--- src/rtl/mem_port_arbiter.sv ---
// Single-port memory arbiter between instruction fetch and load/store, with stall generation.
// Optional macro ARB_STARVE_GUARD_EN bounds consecutive data grants while a fetch waits.
module mem_port_arbiter #(
    parameter int ADDR_WIDTH     = 32,
    parameter int DATA_WIDTH     = 32,
    parameter int MAX_DATA_BURST = 4
) (
    input  logic                    clk,
    input  logic                    rst_n,
    input  logic                    if_req,
    input  logic [ADDR_WIDTH-1:0]   if_addr,
    output logic [DATA_WIDTH-1:0]   if_rdata,
    output logic                    if_valid,
    input  logic [3:0]              dm_read_write,
    input  logic [ADDR_WIDTH-1:0]   dm_addr,
    input  logic [DATA_WIDTH-1:0]   dm_wdata,
    input  logic [DATA_WIDTH/8-1:0] dm_be,
    output logic [DATA_WIDTH-1:0]   dm_rdata,
    output logic                    dm_valid,
    output logic                    mem_req,
    output logic                    mem_we,
    output logic [ADDR_WIDTH-1:0]   mem_addr,
    output logic [DATA_WIDTH-1:0]   mem_wdata,
    output logic [DATA_WIDTH/8-1:0] mem_be,
    input  logic [DATA_WIDTH-1:0]   mem_rdata,
    input  logic                    mem_ready,
    output logic                    stall_if,
    output logic                    stall_mem
);

    typedef enum logic [1:0] {IDLE, DATA, FETCH} state_t;

    state_t state;
    logic   dm_load;
    logic   dm_store;
    logic   dm_pend;
    logic   arb_open;
    logic   starve;
    logic   grant_data;
    logic   grant_fetch;

    assign dm_load   = (dm_read_write == 4'b0001);
    assign dm_store  = (dm_read_write == 4'b0010);
    assign dm_pend   = dm_load | dm_store;
    assign stall_if  = if_req & ~if_valid;
    assign stall_mem = dm_pend & ~dm_valid;

    // While a valid pulse is out the requester still shows the old request, so
    // the cycle after completion is a turnaround in which nothing is granted.
    assign arb_open = (state == IDLE) && !dm_valid && !if_valid;

`ifdef ARB_STARVE_GUARD_EN
    localparam int CNT_WIDTH = $clog2(MAX_DATA_BURST + 1);
    logic [CNT_WIDTH-1:0] burst_cnt;

    assign starve = if_req && (burst_cnt == CNT_WIDTH'(MAX_DATA_BURST));

    always_ff @(posedge clk or negedge rst_n) begin
        if (!rst_n) begin
            burst_cnt <= '0;
        end else if (grant_fetch) begin
            burst_cnt <= '0;
        end else if (grant_data && if_req) begin
            burst_cnt <= burst_cnt + 1'b1;
        end else if (state == IDLE && !if_req) begin
            burst_cnt <= '0;
        end
    end
`else
    assign starve = 1'b0;
`endif

    // NOTE: combinational blocks assign every output first so no latch is inferred.
    always_comb begin
        grant_fetch = 1'b0;
        grant_data  = 1'b0;
        if (arb_open) begin
            grant_fetch = if_req && (!dm_pend || starve);
            grant_data  = dm_pend && !grant_fetch;
        end
    end

    // NOTE: sequential state uses non-blocking assignments so every register
    // samples the pre-edge values regardless of statement order.
    always_ff @(posedge clk or negedge rst_n) begin
        if (!rst_n) begin
            state     <= IDLE;
            mem_req   <= 1'b0;
            mem_we    <= 1'b0;
            mem_addr  <= '0;
            mem_wdata <= '0;
            mem_be    <= '0;
            dm_rdata  <= '0;
            dm_valid  <= 1'b0;
            if_rdata  <= '0;
            if_valid  <= 1'b0;
        end else begin
            dm_valid <= 1'b0;
            if_valid <= 1'b0;
            case (state)
                IDLE: begin
                    if (grant_data) begin
                        state     <= DATA;
                        mem_req   <= 1'b1;
                        mem_we    <= dm_store;
                        mem_addr  <= dm_addr;
                        mem_wdata <= dm_wdata;
                        mem_be    <= dm_store ? dm_be : '1;
                    end else if (grant_fetch) begin
                        state     <= FETCH;
                        mem_req   <= 1'b1;
                        mem_we    <= 1'b0;
                        mem_addr  <= if_addr;
                        mem_wdata <= '0;
                        mem_be    <= '1;
                    end
                end
                DATA: begin
                    if (mem_ready) begin
                        if (!mem_we) begin
                            dm_rdata <= mem_rdata;
                        end
                        dm_valid <= 1'b1;
                        mem_req  <= 1'b0;
                        state    <= IDLE;
                    end
                end
                FETCH: begin
                    if (mem_ready) begin
                        if_rdata <= mem_rdata;
                        if_valid <= 1'b1;
                        mem_req  <= 1'b0;
                        state    <= IDLE;
                    end
                end
                default: state <= IDLE;
            endcase
        end
    end

endmodule

--- config.mk ---
export PLATFORM = sky130hd
export DESIGN_NAME = mem_port_arbiter
export DESIGN_NICKNAME = d
export VERILOG_FILES = /design/src/rtl/mem_port_arbiter.sv
export SDC_FILE = /design/constraint.sdc
export NUM_CORES = 1
export LEC_CHECK = 0
export BUFFER_PORTS_ARGS = -buffer_cell sky130_fd_sc_hd__buf_2
export CORE_UTILIZATION = 46
export DETAILED_ROUTE_END_ITERATION = 7
export GPL_ROUTABILITY_DRIVEN = 0
export HOLD_SLACK_MARGIN = 0.03
export PLACE_DENSITY = 0.83
export RECOVER_POWER = 50
export SYNTH_ARGS = -nofsm -noshare
export SYNTH_HDL_FRONTEND = slang
export SYNTH_SLANG_ARGS = --single-unit
--- constraint.sdc ---
create_clock -name clk -period 2 [get_ports clk]
set_clock_uncertainty 0.05 [all_clocks]
set_input_delay 0.4 -clock clk [delete_from_list [all_inputs] [get_ports clk]]
set_output_delay 0.4 -clock clk [all_outputs]
set_load 0.1 [all_outputs]
==> flow_summary.json <==
{
  "outcome": "finished with violations",
  "failed_checks": "DRC",
  "post-route-drc-count": 40,
  "cts_resized": 0,
  "hp-start": "dm_be[3]",
  "crit_type": "reg2reg",
  "finalSetupViolCount": 0,
  "final_common_cell": "buf_2",
  "start_util_pct": 47.81,
  "drtPass1Iterations": 6,
  "netlist_area_sq_mm": 0.005529,
  "final_core_utilization_pct": 67.39,
  "hold_viol": 0,
  "setup.worst_path.end_class": "flop",
  "drtAntennaViolNets": 0,
  "cts_sinks": 138,
  "worstSkewPairLatency_ps": 410,
  "cp.required_ps": 2300,
  "numCtsBuffers": 17,
  "crit_top_cell": "buf_4",
  "cp_cell_sequence": "inv_1, ha_1, nor3b_4, buf_4, buf_4, o21a_1, o22a_1",
  "post_dp_cell_area_sq_mm": 0.007188,
  "grt_first_pass_wirelength_um": 24470,
  "port_buffers": 277,
  "cts_root_buffer": "clkbuf_16",
  "synthDistinctLibCells": 31,
  "die-width_um": 111.6,
  "nets": 864,
  "fin_crit_sh_pct": 93.17,
  "grt_max_degree": 66,
  "coreArea_sq_mm": 0.01156,
  "layout_common_cells": "buf_2 (241), dfrtp_1 (135), nand3_1 (97)",
  "cp-start-kind": "flop",
  "cts_tree": "done",
  "rows": 39,
  "synth.avg_cell_area_sq_um": 12.59,
  "ioPinCount": 278,
  "max-slew-margin-rel_pct": 21.03,
  "crit_arrival_ps": 2160,
  "rr_worst_depth": 7,
  "r2r_start": "state[1]",
  "tightest_slew_ps": 1185,
  "die_h_um": 111.6,
  "crit_family": "buffers and inverters",
  "startpoint": "state[1]",
  "cp.depth": 7,
  "vias": 4727,
  "crit_fanout": 21,
  "track_usage_pct": 25.41,
  "rr_endpoint": "mem_be[0]",
  "hpwl_um": 11140,
  "clkSlewWorstSetupHoldPaths_ps": 60,
  "fin_crit_ps": 1863,
  "cpMaxStageDelayCell": "dfrtp_1",
  "fmax_mhz": 536.6,
  "r2r_setup_slack_ps": 140,
  "avgRoutedWirePerCell_um": 17.25,
  "ys_warn_count": 0,
  "die-area_sq_mm": 0.01246,
  "drv_slew": 0,
  "syn_inst": 439,
  "critPathBufInv": 3,
  "rsz0062_at_grt": "no",
  "max_cap_violations": 0,
  "area_growth_pct": 40.96,
  "overflow": 0,
  "grt_pass1_vias": 4874,
  "design_area_sq_mm": 0.007794,
  "max-clock-path-buffers": 2,
  "max_stage_delay_ps": 400,
  "drive_gt1_share_pct": 54.02,
  "synth_nets": 583,
  "htreeDepth": 4,
  "antenna_found_initial": 1,
  "nFillCells": 882,
  "ys_ff_latch": 138,
  "hp-class": "in2reg",
  "first_iter_violations": 263,
  "seq_area_frac_synth_pct": 62.46,
  "viasPerCell": 5.390,
  "wl_um": 15130,
  "worstSetupEndpoint": "mem_be[0]"
}
-- cells in the mapped netlist (all sizes together) --
master  instances  share of area (%)
a21oi           2               0.18
a22o           32                5.1
and2            3               0.34
and3            1               0.11
buf            24                2.6
clkbuf          9               0.61
dfrtp         138                 62
ha              4               0.91
inv             5               0.34
mux2           64                 13
mux2i           1               0.18
nand2          36                2.4
nand2b          1               0.11
nand3          97                8.8
nand3b          1               0.14
nand4b          1               0.16
nor2            4               0.27
nor2b           2               0.23
nor3b           1               0.23
o211ai          1               0.23
o21a            1               0.14
o21ai           3               0.27
o21bai          1               0.14
o22a            4               0.63
o22ai           1               0.11
o311ai          1               0.16
xor2            1               0.16
-- flip-flops by register name (all words and copies together), names as in the netlist --
name	flops
mem_wdata	32
dm_rdata	32
dm_valid	1
if_valid	1
state	2
if_rdata	32
mem_be	4
mem_addr	32
mem_we	1
mem_req	1
-- what timing repair did --
item	CTS	global route
setup endpoints to repair	0	68
hold buffers	1	0
buffers inserted	0	2
endpoints found under the hold margin	44	0
-- cells by family after synthesis --
family / after synthesis / synth area share, %
compound gates: 46 / 6.925
xor+xnor: 1 / 0.1584
fa+ha+maj: 4 / 0.9052
buf+inv: 38 / 3.530
flops: 138 / 62.46
mux: 65 / 13.22
simple gates: 147 / 12.81
-- how the worst min path moves through the flow --
stage                     slack (ps)  cells past startpoint           to
after floorplan                   50                      0  dm_rdata[0]
after global placement           310                      1  if_rdata[8]
after detailed placement         320                      1  if_rdata[8]
after CTS                        130                      2    mem_be[3]
after global routing             140                      2    mem_be[3]
final                            150                      2    mem_be[3]
-- layer usage --
layer | track usage (%) | wire, um | vias up
met3 | 8.329 | 1408 | 33
met5 | 0 | 0 | -
li1 | - | - | 2131
met2 | 44.72 | 7806 | 241
met1 | 27.82 | 5543 | 2322
met4 | 11.53 | 367 | 0
-- metrics by stage --
| stage | setup slack [ps] | cells | hold slack, ps | setup TNS (ps) |
|---|---|---|---|---|
| 6_report | 136.6 | 877 | 152.5 | 0 |
| 5_1_grt | 6.666 | 876 | 143.8 | 0 |
| 4_1_cts | 54.42 | 874 | 134.9 | 0 |
| 3_5_place_dp | 56.41 | 841 | 315.6 | 0 |
| 3_3_place_gp | 181.6 | 841 | 312.9 | 0 |
| 2_1_floorplan | -30.01 | 439 | 54.41 | -30.01 |
-- area by class of cell --
cell class                 instances  area, sq um  share of cell area [%]
clock buffer                      17        425.4                   5.458
tap                              143        178.9                   2.296
multi-input combinational        263         1911                   24.51
sequential                       138         3457                   44.36
antenna                            1        2.502                 0.03211
clock inverter                    15        175.2                   2.248
inverter                           5        18.77                  0.2408
timing repair buffer             295         1625                   20.85
-- worst reg2reg max path, cell delays in order, from the launching register on --
cell     delay (ps)
dfrtp_1         400
inv_1           110
ha_1            220
nor3b_4         210
buf_4           170
buf_4           240
o21a_1          250
o22a_1          160
Power is left out: the tool's default activity adds up to more than one toggle a clock period on the data nets, which glitch-free logic cannot reach.
